`src/rtl/dsi_pkg.sv`:
```
// Shared types and constants for the DSI HS lane distributor and its helpers.
package dsi_pkg;

  localparam int unsigned LANE_BYTE_W = 8;
  localparam int unsigned CNT_W       = 8;

  localparam logic [LANE_BYTE_W-1:0] CLK_PATTERN = 8'b01010101;

  typedef enum logic [3:0] {
    ST_IDLE,
    ST_CLK_START,
    ST_CLK_PRE,
    ST_DATA_START,
    ST_DATA_WAIT,
    ST_STREAM,
    ST_DATA_TRAIL,
    ST_CLK_POST,
    ST_CLK_STOP
  } dsi_dist_state_t;

endpackage

```
`src/rtl/dsi_timeout_counter.sv`:
```
// Loadable decrement-to-zero counter; done is high whenever the count is zero.
module dsi_timeout_counter #(
  parameter int unsigned W = 8
) (
  input  logic         clk_sys,
  input  logic         rst_n,
  input  logic         load,
  input  logic [W-1:0] load_val,
  input  logic         en,
  output logic         done
);

  logic [W-1:0] cnt_q;
  logic [W-1:0] cnt_nxt;

  // Saturates at zero; load wins over decrement.
  always_comb begin
    cnt_nxt = cnt_q;
    if (load) begin
      cnt_nxt = load_val;
    end else if (en && (cnt_q != '0)) begin
      cnt_nxt = cnt_q - W'(1);
    end
  end

  always_ff @(posedge clk_sys or negedge rst_n) begin
    if (!rst_n) begin
      cnt_q <= '0;
      done  <= 1'b1;
    end else begin
      cnt_q <= cnt_nxt;
      done  <= (cnt_nxt == '0);
    end
  end

endmodule

```
`src/rtl/dsi_lane_distributor.sv`:
```
// Splits LANES-byte beats across the HS data lanes and sequences the clock lane
// around each burst (clock up first, data lanes in lockstep, clock down last).
module dsi_lane_distributor
  import dsi_pkg::*;
#(
  parameter int unsigned LANES      = 4,
  parameter int unsigned T_CLK_PRE  = 8,
  parameter int unsigned T_CLK_POST = 16
) (
  input  logic                         clk_sys,
  input  logic                         rst_n,
  input  logic [LANE_BYTE_W*LANES-1:0] in_data,
  input  logic                         in_valid,
  input  logic                         in_last,
  output logic                         in_ready,
  output logic [LANES-1:0]             lane_start_rqst,
  output logic [LANES-1:0]             lane_fin_rqst,
  output logic [LANE_BYTE_W*LANES-1:0] lane_data,
  input  logic [LANES-1:0]             lane_data_rqst,
  input  logic [LANES-1:0]             lane_active,
  input  logic [LANES-1:0]             lane_fin_ack,
  output logic                         clk_start_rqst,
  output logic                         clk_fin_rqst,
  output logic [LANE_BYTE_W-1:0]       clk_lane_data,
  input  logic                         clk_data_rqst,
  input  logic                         clk_active,
  input  logic                         clk_fin_ack,
  output logic                         busy,
  output logic                         burst_done,
  output logic                         underflow
);

  localparam int unsigned DATA_W = LANE_BYTE_W * LANES;

  dsi_dist_state_t state_q;
  dsi_dist_state_t state_nxt;

  logic [DATA_W-1:0] lane_data_nxt;
  logic [LANES-1:0]  fin_seen_q;
  logic [LANES-1:0]  fin_seen_nxt;
  logic              start_p;
  logic              fin_p;
  logic              clk_start_p;
  logic              clk_fin_p;
  logic              done_p;
  logic              uflow_p;
  logic              pre_load;
  logic              post_load;
  logic              pre_done;
  logic              post_done;
  logic              all_rqst;
  logic              accepting;

  assign all_rqst      = &lane_data_rqst;
  assign accepting     = (state_q == ST_DATA_WAIT) || (state_q == ST_STREAM);
  assign in_ready      = accepting && all_rqst;
  assign clk_lane_data = CLK_PATTERN;

  dsi_timeout_counter #(.W(CNT_W)) u_pre_cnt (
    .clk_sys  (clk_sys),
    .rst_n    (rst_n),
    .load     (pre_load),
    .load_val (CNT_W'(T_CLK_PRE)),
    .en       (state_q == ST_CLK_PRE),
    .done     (pre_done)
  );

  dsi_timeout_counter #(.W(CNT_W)) u_post_cnt (
    .clk_sys  (clk_sys),
    .rst_n    (rst_n),
    .load     (post_load),
    .load_val (CNT_W'(T_CLK_POST)),
    .en       (state_q == ST_CLK_POST),
    .done     (post_done)
  );

  // Next state plus next values of the registered pulse outputs.
  always_comb begin
    state_nxt     = state_q;
    lane_data_nxt = lane_data;
    fin_seen_nxt  = fin_seen_q;
    start_p       = 1'b0;
    fin_p         = 1'b0;
    clk_start_p   = 1'b0;
    clk_fin_p     = 1'b0;
    done_p        = 1'b0;
    uflow_p       = 1'b0;
    pre_load      = 1'b0;
    post_load     = 1'b0;

    case (state_q)
      ST_IDLE: begin
        if (in_valid && !clk_active && !(|lane_active)) begin
          state_nxt   = ST_CLK_START;
          clk_start_p = 1'b1;
        end
      end
      ST_CLK_START: begin
        if (clk_data_rqst) begin
          state_nxt = ST_CLK_PRE;
          pre_load  = 1'b1;
        end
      end
      ST_CLK_PRE: begin
        if (pre_done) begin
          state_nxt = ST_DATA_START;
          start_p   = 1'b1;
        end
      end
      ST_DATA_START: begin
        state_nxt = ST_DATA_WAIT;
      end
      ST_DATA_WAIT, ST_STREAM: begin
        // A lane request with no beat still advances; lanes get a zero byte.
        if (all_rqst) begin
          if (in_valid) begin
            lane_data_nxt = in_data;
            if (in_last) begin
              fin_p     = 1'b1;
              state_nxt = ST_DATA_TRAIL;
            end else begin
              state_nxt = ST_STREAM;
            end
          end else begin
            lane_data_nxt = '0;
            uflow_p       = 1'b1;
            state_nxt     = ST_STREAM;
          end
        end
      end
      ST_DATA_TRAIL: begin
        fin_seen_nxt = fin_seen_q | lane_fin_ack;
        if (&fin_seen_nxt) begin
          fin_seen_nxt = '0;
          state_nxt    = ST_CLK_POST;
          post_load    = 1'b1;
        end
      end
      ST_CLK_POST: begin
        if (post_done) begin
          state_nxt = ST_CLK_STOP;
          clk_fin_p = 1'b1;
        end
      end
      ST_CLK_STOP: begin
        if (clk_fin_ack) begin
          state_nxt = ST_IDLE;
          done_p    = 1'b1;
        end
      end
      default: begin
        state_nxt = ST_IDLE;
      end
    endcase
  end

  always_ff @(posedge clk_sys or negedge rst_n) begin
    if (!rst_n) begin
      state_q         <= ST_IDLE;
      lane_data       <= '0;
      fin_seen_q      <= '0;
      lane_start_rqst <= '0;
      lane_fin_rqst   <= '0;
      clk_start_rqst  <= 1'b0;
      clk_fin_rqst    <= 1'b0;
      busy            <= 1'b0;
      burst_done      <= 1'b0;
      underflow       <= 1'b0;
    end else begin
      state_q         <= state_nxt;
      lane_data       <= lane_data_nxt;
      fin_seen_q      <= fin_seen_nxt;
      lane_start_rqst <= {LANES{start_p}};
      lane_fin_rqst   <= {LANES{fin_p}};
      clk_start_rqst  <= clk_start_p;
      clk_fin_rqst    <= clk_fin_p;
      busy            <= (state_nxt != ST_IDLE);
      burst_done      <= done_p;
      underflow       <= uflow_p;
    end
  end

endmodule

```
`config.mk`:
```
export PLATFORM = sky130hd
export DESIGN_NAME = dsi_lane_distributor
export DESIGN_NICKNAME = d
export VERILOG_FILES = /design/src/rtl/dsi_pkg.sv /design/src/rtl/dsi_timeout_counter.sv /design/src/rtl/dsi_lane_distributor.sv
export SDC_FILE = /design/constraint.sdc
export NUM_CORES = 1
export LEC_CHECK = 0
export CAP_MARGIN = 10
export CELL_PAD_IN_SITES_DETAIL_PLACEMENT = 2
export CELL_PAD_IN_SITES_GLOBAL_PLACEMENT = 2
export CORE_ASPECT_RATIO = 0.7
export CORE_MARGIN = 8
export CORE_UTILIZATION = 24
export CTS_CLUSTER_DIAMETER = 200
export DETAILED_ROUTE_END_ITERATION = 8
export PLACE_DENSITY = 0.77
export SKIP_LAST_GASP = 1
export SLEW_MARGIN = 10
export SYNTH_ARGS = -nofsm -noshare
export SYNTH_HDL_FRONTEND = slang
export SYNTH_SLANG_ARGS = --single-unit
```
`constraint.sdc`:
```
create_clock -name clk_sys -period 1.8 [get_ports clk_sys]
set_input_delay 0.27 -clock clk_sys [delete_from_list [all_inputs] [get_ports clk_sys]]
set_output_delay 0.27 -clock clk_sys [all_outputs]
set_load 0.005 [all_outputs]
```
==> results of run 1 <==
stage by stage:
step,cells,cell area [µm²],setup WS (ps)
2_1_floorplan,353,3250,-70.1
3_3_place_gp,647,4710,-313
3_5_place_dp,647,4710,-442
4_1_cts,680,5330,-291
5_1_grt,696,5750,-492
6_report,696,5750,-428
state kept, by name, indices dropped and copies added, names as in the netlist:
name              cells
burst_done            1
busy                  1
clk_fin_rqst          1
clk_start_rqst        1
fin_seen_q            4
lane_data            32
lane_fin_rqst         1
lane_start_rqst       1
state_q               4
u_post_cnt.cnt_q      8
u_post_cnt.done       1
u_pre_cnt.cnt_q       8
u_pre_cnt.done        1
underflow             1
area by class of cell:
type | instances | area (µm²)
clock buffers | 10 | 229
clock inverters | 5 | 81.3
fillers | 1338 | 7300
inverters | 14 | 55.1
repair buffers | 195 | 1920
flip-flops and latches | 65 | 1630
well taps | 166 | 208
multi-input cells | 241 | 1620
synthesized netlist by cell type, drive strengths merged, types with 4 or more instances:
cell type  count  area share
o21ai          4      0.0063
a21oi         10       0.016
a31oi          5      0.0098
clkbuf         9       0.011
nand4          6       0.012
a211oi         4      0.0094
nand3         34       0.053
mux2i          5       0.016
ha             4       0.016
nor3           6      0.0094
and2           4      0.0079
nor4b          7       0.030
nor2          31       0.037
nand2         75       0.088
inv           14       0.016
buf           24       0.050
dfrtp         63        0.49
cell families (layout without fill, tap and decap cells):
logic type                 after synthesis  count (layout)
AOI/OAI and AO/OA                       39              39
xor gates and xnor gates                 3               3
adders and majority gates                4               4
buffers and inverters                   47             224
DFF                                     65              65
muxes                                    5               5
other                                    2               8
and+or+nand+nor                        182             182
metal layers:
layer,GRT usage,share of wire
met3,0.0618,0.056
met2,0.294,0.53
met1,0.183,0.40
met5,0,0
met4,0.0560,0.014
cells in the final DEF (no fill, tap or decap), types with 3 or more instances in the layout:
master and instances:
conb_1 8, a31oi_1 4, a21oi_1 9, buf_4 73, o21ai_0 3, clkdlybuf4s50_1 94, clkbuf_16 13, mux2i_2 3
nor3_1 5, nand3_1 33, nand2_2 24, ha_1 3, nor4b_4 3, nor2_1 30, buf_6 14, buf_12 5
dfrtp_1 59, nor4b_2 3, dfrtp_2 4, nand2_4 8, nand2_1 43, inv_1 11, nand4_1 6
repair_timing:
| item | CTS | global route |
|---|---|---|
| pin swaps | 18 | 14 |
| gates cloned | 2 | 4 |
| endpoints found under the setup margin | 52 | 56 |
| hold endpoints to repair | 63 | 0 |
| buffers inserted | 15 | 17 |
| hold buffers | 1 | 0 |
| gates resized for setup | 30 | 75 |
path summary, 6_finish.rpt:
path                                           start                         to  cells after the start
hold reg to reg            lane_data[13]$_DFFE_PN0P_  lane_data[13]$_DFFE_PN0P_                      2
setup reg to reg                state_q[0]$_DFF_PN0_   u_pre_cnt.done$_DFF_PN1_                      6
max in group asynchronous                      rst_n   u_pre_cnt.done$_DFF_PN1_                      3
setup / recovery                state_q[0]$_DFF_PN0_   u_pre_cnt.done$_DFF_PN1_                      6
hold / removal             lane_data[13]$_DFFE_PN0P_  lane_data[13]$_DFFE_PN0P_                      2
min in group asynchronous                      rst_n  lane_data[13]$_DFFE_PN0P_                      3
critical path, cell delays in order, from the launching register on:
cell and delay, ps:
dfrtp_2 460, buf_4 170, nor4b_4 310, nand2_1 160, or4b_1 530, o311a_1 170
nor4b_2 320
power by group through the flow:
| stage | sequential (µW) | combinational (µW) | clock [µW] |
|---|---|---|---|
| 6_report | 2440 | 3930 | 1910 |
| 5_1_grt | 2500 | 4250 | 2000 |
| 4_1_cts | 2350 | 3500 | 1940 |
| 3_5_place_dp | 2370 | 3090 | 0 |
| 3_3_place_gp | 2320 | 2900 | 0 |
| 2_1_floorplan | 2330 | 1280 | 0 |
==> flow_metrics.py, run 1 <==
metrics = {
    "sta": {
        "drv_slew": 0,
        "fmax_ghz": 0.449,
        "worstMarginPinSlew_ps": 560,
        "rsz0062_at_grt": "true",
        "whs_ps": 480,
        "postLayoutSetupSlackWorst_ps": -428,
        "hold_violations": 0,
        "min_period_over_period": 1.24,
        "relSlewSlack": 0.625,
        "fin_crit_ps": 2230,
        "final.setup.tns_ps": -6280,
        "finClkSkew_ps": 6.50,
        "finalSetupViolations": 58,
    },
    "global_route": {
        "grt_pass1_wl_um": 22300,
        "antenna_found_initial": 0,
        "grt_pass1_vias": 3872,
        "grt-ovfl-total": 0,
        "track_usage": 0.167,
        "grt_max_degree": 66,
    },
    "cells_and_area": {
        "finalCoreUtilization": 0.441,
        "fin_nets": 581,
        "diodes": 0,
        "layout-drive-gt1-share": 0.355,
        "area_growth_pct": 80.6,
    },
    "routing": {
        "drc": 0,
        "vias_per_cell": 4.84,
        "dr_total_vias": 3367,
        "drt_iter0_markers": 102,
        "drt-pass1-iter-count": 4,
        "wl_per_cell_um": 22.2,
        "routed_wl_um": 15400,
        "ant_nets": 0,
    },
    "floorplanning": {
        "ios": 105,
        "die-area_mm2": 0.0173,
        "rows": 35,
        "die_h_um": 112,
        "die_w_um": 154,
        "core_region_area_mm2": 0.0131,
        "start_util": 0.244,
    },
    "place": {
        "io_buffer_count": 96,
        "dp_hpwl_um": 9280,
        "globalplace.congestion": 0.796,
    },
    "setup_path": {
        "crit_arrival_ps": 2480,
        "end_kind": "flop",
        "critical_path_class": "reg -> reg",
        "worst-path-max-fanout": 5,
        "ff2ff_setup_slack_ps": -430,
        "critical_path_required_ps": 2050,
        "crit_path_start_kind": "flop",
    },
    "power_and_ir_drop": {
        "p_comb_frac": 0.474,
        "swShare": 0.367,
        "p_seq_frac": 0.295,
        "power.switching_uw": 3040,
        "power_uw": 8280,
        "clkPwrFrac": 0.230,
        "internal-power_uw": 5240,
        "ir_drop_mv": 0.547,
        "power_density_mw_per_mm2": 1440,
        "p_leak_uw": 0.00265,
    },
    "run_status": {
        "violations": "setup timing",
        "status": "finished, violations left",
    },
    "job": {
        "cap_violations": 0,
    },
    "synth": {
        "yosys.area_share.adder": 0.0157,
        "yosysSeqAreaShare": 0.511,
        "synth_top_family_by_area": "simple AND/OR/NAND/NOR gates",
        "synth_compound_area_frac": 0.0837,
        "syn_avg_cell_area_um2": 9.18,
        "synthSimpleGateAreaFrac": 0.286,
        "yosys_warnings": 0,
        "syn_inst": 347,
        "synthMuxAreaShare": 0.0157,
        "async_reset_ff_frac": 1.00,
        "syn-cell-area_mm2": 0.00319,
        "synth_edf_count": 0,
        "ys_types": 52,
        "synth-xor-area-share": 0.00825,
        "ys_ff_latch": 65,
        "ys.flop_type": "dfrtp_1",
    },
    "clock_tree": {
        "clkLatencyLatePin_ps": 350,
        "cts-buffers-inserted": 9,
        "clockBufferDepth": 2,
        "cts_sinks": 65,
        "cts_tree": "done",
        "root_buffer": "clkbuf_16",
        "clkTransAtPathRegs_ps": 60,
        "htreeDepth": 3,
    },
    "hold_path": {
        "hold_class": "reg -> reg",
    },
}
(Power assumes the default switching activity.)
==> inputs of run 2 (changes only) <==
Settings changed: CORE_MARGIN 8 to 4, CTS_CLUSTER_DIAMETER 200 to 150.
==> run 2 against run 1 <==
Net effect:
- the run still ends with setup timing left
- power fell by 12%
- sequential share of layout area rose by 3.4 points
- via count fell by 7.1%
- routed wire length fell by 20%
- sequential power fell by 2%
- register-to-register slack improved by 170 ps
- maximum frequency rose by 8.2%
- count of clock-buffer cells in the layout rose by 1
- highest routed layer unchanged
==> flow_metrics.py, run 2 (synthesized netlist as in run 1, its figures left out) <==
metrics = {
    "routing": {
        "routed_wl_um": 12300,
        "dr_total_vias": 3127,
        "vias_per_cell": 4.73,
        "wl_per_cell_um": 18.6,
        "drt-pass1-iter-count": 4,
        "ant_nets": 0,
        "drt_iter0_markers": 115,
        "drc": 0,
    },
    "power_and_ir_drop": {
        "power.switching_uw": 2690,
        "swShare": 0.369,
        "p_seq_frac": 0.326,
        "power_density_mw_per_mm2": 1420,
        "internal-power_uw": 4600,
        "p_comb_frac": 0.446,
        "ir_drop_mv": 0.514,
        "clkPwrFrac": 0.228,
        "power_uw": 7290,
        "p_leak_uw": 0.00237,
    },
    "setup_path": {
        "worstReg2RegStart": "state_q[0]$_DFF_PN0_",
        "crit_family": "simple AND/OR/NAND/NOR gates",
        "ff2ff_setup_slack_ps": -260,
        "cp-startpoint": "state_q[0]$_DFF_PN0_",
        "crit_path_max_incr_delay_ps": 440,
        "critical_path.cell_chain": "buf_6 -> nor4b_4 -> buf_4 -> nand4_1 -> mux2i_2 -> nor4b_4 -> nor4b_4",
        "cpMostUsedCell": "nor4b_4",
        "critical_path_class": "reg -> reg",
        "r2r-end": "u_pre_cnt.done$_DFF_PN1_",
        "crit_path_start_kind": "flop",
        "critical_path_depth": 7,
        "worst-path-max-fanout": 4,
        "r2r.worst_path.cells": 7,
        "worst-path-buf-inv": 2,
        "end_kind": "flop",
        "critical_path_required_ps": 2050,
        "endpoint": "u_pre_cnt.done$_DFF_PN1_",
        "crit_arrival_ps": 2310,
        "slowest_stage": "dfrtp_2",
    },
    "cells_and_area": {
        "area_growth_pct": 60.9,
        "reg_top3": "lane_data: 32 flops, u_post_cnt.cnt_q: 8 flops, u_pre_cnt.cnt_q: 8 flops",
        "layout-drive-gt1-share": 0.228,
        "layout_commonest_cell": "clkdlybuf4s50_1",
        "most-common-layout-cells": "clkdlybuf4s50_1, nand2_1, buf_4, dfrtp_1, nand3_1",
        "fin_nets": 550,
        "diodes": 0,
        "top_register": "lane_data",
        "fin_area_mm2": 0.00513,
        "largest_register_ffs": 32,
    },
    "global_route": {
        "busiest_layer": "met2",
        "grt-ovfl-total": 0,
        "use_met1": 0.215,
        "grt_use_met3": 0.0636,
        "grt_pass1_vias": 3452,
        "use_met2": 0.246,
        "track_usage": 0.161,
        "antenna_found_initial": 0,
        "grt_max_degree": 66,
        "grt_pass1_wl_um": 19500,
    },
    "job": {
        "cap_violations": 0,
    },
    "floorplanning": {
        "die-area_mm2": 0.0152,
        "rows": 34,
        "die_h_um": 104,
        "core_region_area_mm2": 0.0127,
        "start_util": 0.250,
        "die_w_um": 146,
        "ios": 105,
    },
    "clock_tree": {
        "cts-buffers-inserted": 9,
        "cts_sinks": 65,
        "root_buffer": "clkbuf_16",
        "cts_tree": "done",
        "clkTransAtPathRegs_ps": 60,
        "clockBufferDepth": 2,
        "htreeDepth": 3,
        "clkLatencyLatePin_ps": 340,
    },
    "sta": {
        "postLayoutSetupSlackWorst_ps": -259,
        "worstMarginPinSlew_ps": 573,
        "relSlewSlack": 0.615,
        "drv_slew": 0,
        "finalSetupViolations": 17,
        "finClkSkew_ps": 9.50,
        "hold_violations": 0,
        "rsz0062_at_grt": "true",
        "fmax_ghz": 0.486,
        "fin_crit_ps": 2060,
        "min_period_over_period": 1.14,
    },
    "place": {
        "globalplace.congestion": 0.836,
        "dp_hpwl_um": 8750,
        "io_buffer_count": 96,
        "placed_cell_area_mm2": 0.00467,
    },
    "run_status": {
        "status": "finished, violations left",
        "violations": "setup timing",
    },
    "hold_path": {
        "hold_class": "in -> async",
    },
}
==> run 2: changes by cell type in the layout (fill, tap and decap cells not counted), sizes merged <==
cell and delta:
bufinv -2, dlygate4sd2 +1, clkinv -1, buf -27
inv +1, clkinvlp +1, clkbuf -4
==> run 2: worst min path at each step <==
| stage | end | slack, ps | cells after the start |
|---|---|---|---|
| 3_3_place_gp | lane_data[0]$_DFFE_PN0P_ | 320 | 2 |
| 5_1_grt | lane_data[11]$_DFFE_PN0P_ | 490 | 3 |
| 3_5_place_dp | lane_data[0]$_DFFE_PN0P_ | 320 | 2 |
| 2_1_floorplan | burst_done$_DFF_PN0_ | -30 | 0 |
| 6_report | u_pre_cnt.cnt_q[1]$_DFF_PN0_ | 460 | 3 |
| 4_1_cts | lane_data[0]$_DFFE_PN0P_ | 480 | 2 |
==> run 2: area by class of cell <==
type                       instances  area [µm²]
clock inverter                     4        28.8
multi-input combinational        241        1470
sequential                        65        1630
inverter                          14        52.6
clock buffer                      11         243
tap                              162         203
timing repair buffer             164        1500
fill                            1360        7590
==> run 2: power groups by stage <==
stage	clock network [µW]	registers [µW]	logic, µW
after floorplan	0	2330	1280
after global placement	0	2340	2780
after detailed placement	0	2370	2950
after CTS	1700	2360	3060
after global routing	1760	2450	3570
final	1660	2380	3250
==> run 2: worst min-delay path, stage by stage <==
cell and delay [ps]:
dlygate4sd3_1 510, buf_2 120, buf_12 300
==> run 2: stage by stage <==
stage          utilization  setup WS (ps)  cells  hold slack, ps  TNS [ps]
2_1_floorplan            -          -70.1    353           -25.6      -161
3_3_place_gp         0.367           -338    638             324     -6520
3_5_place_dp         0.367           -360    638             325     -8150
4_1_cts              0.393           -268    655             478     -2610
5_1_grt              0.403           -349    661             493     -6290
6_report             0.403           -259    661             458     -1940
==> run 2: metal layers <==
layer	wire length, µm	vias to the layer above	share of wire
li1	-	1463	-
met5	0	-	0
met2	5760	83	0.47
met3	800	12	0.065
met1	5590	1569	0.45
met4	129	0	0.011
==> run 2: repair_timing <==
action                                  CTS  global route
pin swaps                                 4             7
endpoints found under the hold margin    63             0
gates resized for setup                  11            17
hold buffers                              1             0
endpoints found under the setup margin   21            56
buffers inserted                          3             6
==> inputs of run 3 (changes only) <==
Settings changed: SETUP_SLACK_MARGIN set to 0.1.
==> run 3 against run 2 <==
Net effect:
- the flow still finishes with violations (setup timing)
- critical path depth grew 2
- maximum frequency shrank 4.6%
- via count grew 3.6%
- clock power grew 16%
- flip-flop and latch count is the same
- critical endpoint is now busy$_DFF_PN0_
- largest power group unchanged
==> flow_metrics.py, run 3 (synthesized netlist as in run 1, its figures left out) <==
metrics = {
    "routing": {
        "drt_iter0_markers": 99,
        "drc": 0,
        "vias_per_cell": 4.78,
        "wl_per_cell_um": 19.2,
        "routed_wl_um": 13000,
        "drt-pass1-iter-count": 4,
        "dr_total_vias": 3239,
        "ant_nets": 0,
    },
    "setup_path": {
        "crit_path_start_kind": "flop",
        "critical_path_required_ps": 2000,
        "critical_path.cell_chain": "buf_6 -> buf_6 -> buf_6 -> buf_6 -> nand3b_1 -> o31ai_4 -> a31oi_4 -> nand4b_1 -> or4_4",
        "critical_path_class": "reg -> reg",
        "worst-path-max-fanout": 3,
        "slowest_stage": "or4_4",
        "cpMostUsedCell": "buf_6",
        "crit_path_max_incr_delay_ps": 530,
        "crit_arrival_ps": 2360,
        "end_kind": "flop",
    },
    "sta": {
        "relSlewSlack": 0.668,
        "hold_violations": 0,
        "postLayoutSetupSlackWorst_ps": -358,
        "finClkSkew_ps": 9.18,
        "finalSetupViolations": 20,
        "rsz0062_at_grt": "true",
        "min_period_over_period": 1.20,
        "fin_crit_ps": 2160,
        "drv_slew": 0,
        "whs_ps": 465,
        "worstMarginPinSlew_ps": 497,
        "fmax_ghz": 0.463,
    },
    "global_route": {
        "track_usage": 0.170,
        "busiest_layer": "met2",
        "grt-ovfl-total": 0,
        "use_met2": 0.295,
        "grt_pass1_wl_um": 20700,
        "grt_pass1_vias": 3705,
        "grt_use_met3": 0.0479,
        "use_met1": 0.211,
        "grt_max_degree": 36,
        "antenna_found_initial": 0,
    },
    "cells_and_area": {
        "reg_top3": "lane_data: 32 flops, u_post_cnt.cnt_q: 8 flops, u_pre_cnt.cnt_q: 8 flops",
        "layout-drive-gt1-share": 0.310,
        "layout_commonest_cell": "clkdlybuf4s50_1",
        "diodes": 0,
        "top_register": "lane_data",
        "fin_area_mm2": 0.00559,
        "fin_nets": 566,
        "fillerInstances": 1320,
        "largest_register_ffs": 32,
        "most-common-layout-cells": "clkdlybuf4s50_1, nand2_1, buf_4, dfrtp_1, nand3_1",
        "area_growth_pct": 75.5,
        "final_cells": 678,
    },
    "power_and_ir_drop": {
        "ir_drop_mv": 0.534,
        "power_density_mw_per_mm2": 1470,
        "p_leak_uw": 0.00253,
        "clkPwrFrac": 0.234,
        "power.switching_uw": 2950,
        "p_comb_frac": 0.481,
        "internal-power_uw": 5270,
        "p_seq_frac": 0.285,
        "swShare": 0.359,
    },
    "floorplanning": {
        "rows": 34,
        "ios": 105,
        "die-area_mm2": 0.0152,
        "die_w_um": 146,
        "start_util": 0.250,
        "die_h_um": 104,
        "core_region_area_mm2": 0.0127,
    },
    "clock_tree": {
        "cts_tree": "done",
        "clkLatencyLatePin_ps": 340,
        "cts-buffers-inserted": 9,
        "htreeDepth": 3,
        "clockBufferDepth": 2,
        "root_buffer": "clkbuf_16",
        "cts_sinks": 65,
        "clkTransAtPathRegs_ps": 60,
    },
    "run_status": {
        "violations": "setup timing",
        "status": "finished, violations left",
    },
    "place": {
        "io_buffer_count": 96,
        "dp_cells": 637,
        "dp_hpwl_um": 8540,
        "placed_cell_area_mm2": 0.00465,
        "globalplace.congestion": 0.867,
    },
    "job": {
        "cap_violations": 0,
    },
    "hold_path": {
        "hold_class": "reg -> reg",
    },
}
==> run 3: cell types whose count changed in the layout (fill, tap and decap cells not counted), moves of 3 or more <==
cell,change
nor2_4,+5
buf_12,+3
inv_1,-3
nor2_2,+4
buf_6,+12
nor2_1,-9
==> run 3: area by class of cell <==
class / count / area, µm² / share of cell area
Inverter: 14 / 60.1 / 0.0107
Timing Repair Buffer: 180 / 1720 / 0.308
Multi-Input combinational cell: 241 / 1660 / 0.296
Clock inverter: 7 / 93.8 / 0.0168
Sequential cell: 65 / 1630 / 0.292
Tap cell: 162 / 203 / 0.0363
Clock buffer: 9 / 225 / 0.0403
==> run 3: what timing repair did <==
action | in CTS | in global routing
resized for setup | 52 | 45
endpoints found under the setup margin | 56 | 58
hold buffers | 1 | 0
setup buffers | 22 | 10
hold endpoints to repair | 21 | 0
cloned | 0 | 1
pin swaps | 17 | 17
==> run 3: power by group through the flow <==
| stage | clock network, µW | registers [µW] | logic [µW] |
|---|---|---|---|
| after floorplan | 0 | 2330 | 1290 |
| after global placement | 0 | 2310 | 2780 |
| after detailed placement | 0 | 2340 | 2950 |
| after CTS | 1950 | 2320 | 3550 |
| after global routing | 2040 | 2410 | 4310 |
| final | 1920 | 2340 | 3950 |
==> run 3: per-layer routing <==
metal / wire (µm) / part of all wire
met5: 0 / 0
met4: 229 / 0.018
met3: 546 / 0.042
met2: 6580 / 0.51
met1: 5650 / 0.43
==> run 3: path summary, 6_finish.rpt <==
kind	from	slack, ps	to	cells past startpoint
worst max register to register	state_q[1]$_DFF_PN0_	-360	busy$_DFF_PN0_	9
min in group asynchronous	rst_n	510	u_pre_cnt.cnt_q[1]$_DFF_PN0_	3
worst max-delay path	state_q[1]$_DFF_PN0_	-360	busy$_DFF_PN0_	9
worst min-delay path	lane_data[1]$_DFFE_PN0P_	470	lane_data[1]$_DFFE_PN0P_	2
max in group asynchronous	rst_n	900	state_q[3]$_DFF_PN0_	3
worst min register to register	lane_data[1]$_DFFE_PN0P_	470	lane_data[1]$_DFFE_PN0P_	2
==> run 3: per-stage QoR <==
step / util / setup slack (ps) / TNS, ps / power (µW)
2_1_floorplan: - / -70.1 / -593 / 3620
3_3_place_gp: 0.366 / -310 / -4560 / 5090
3_5_place_dp: 0.366 / -392 / -6210 / 5290
4_1_cts: 0.422 / -297 / -1600 / 7820
5_1_grt: 0.440 / -388 / -4470 / 8760
6_report: 0.440 / -358 / -2850 / 8220
==> run 3: worst max-delay path: cells and delay by family (launching register included) <==
family / cells / cell delay (ps)
compound gates: 2 / 260
buf+inv: 4 / 480
simple gates: 3 / 850
flops: 1 / 430
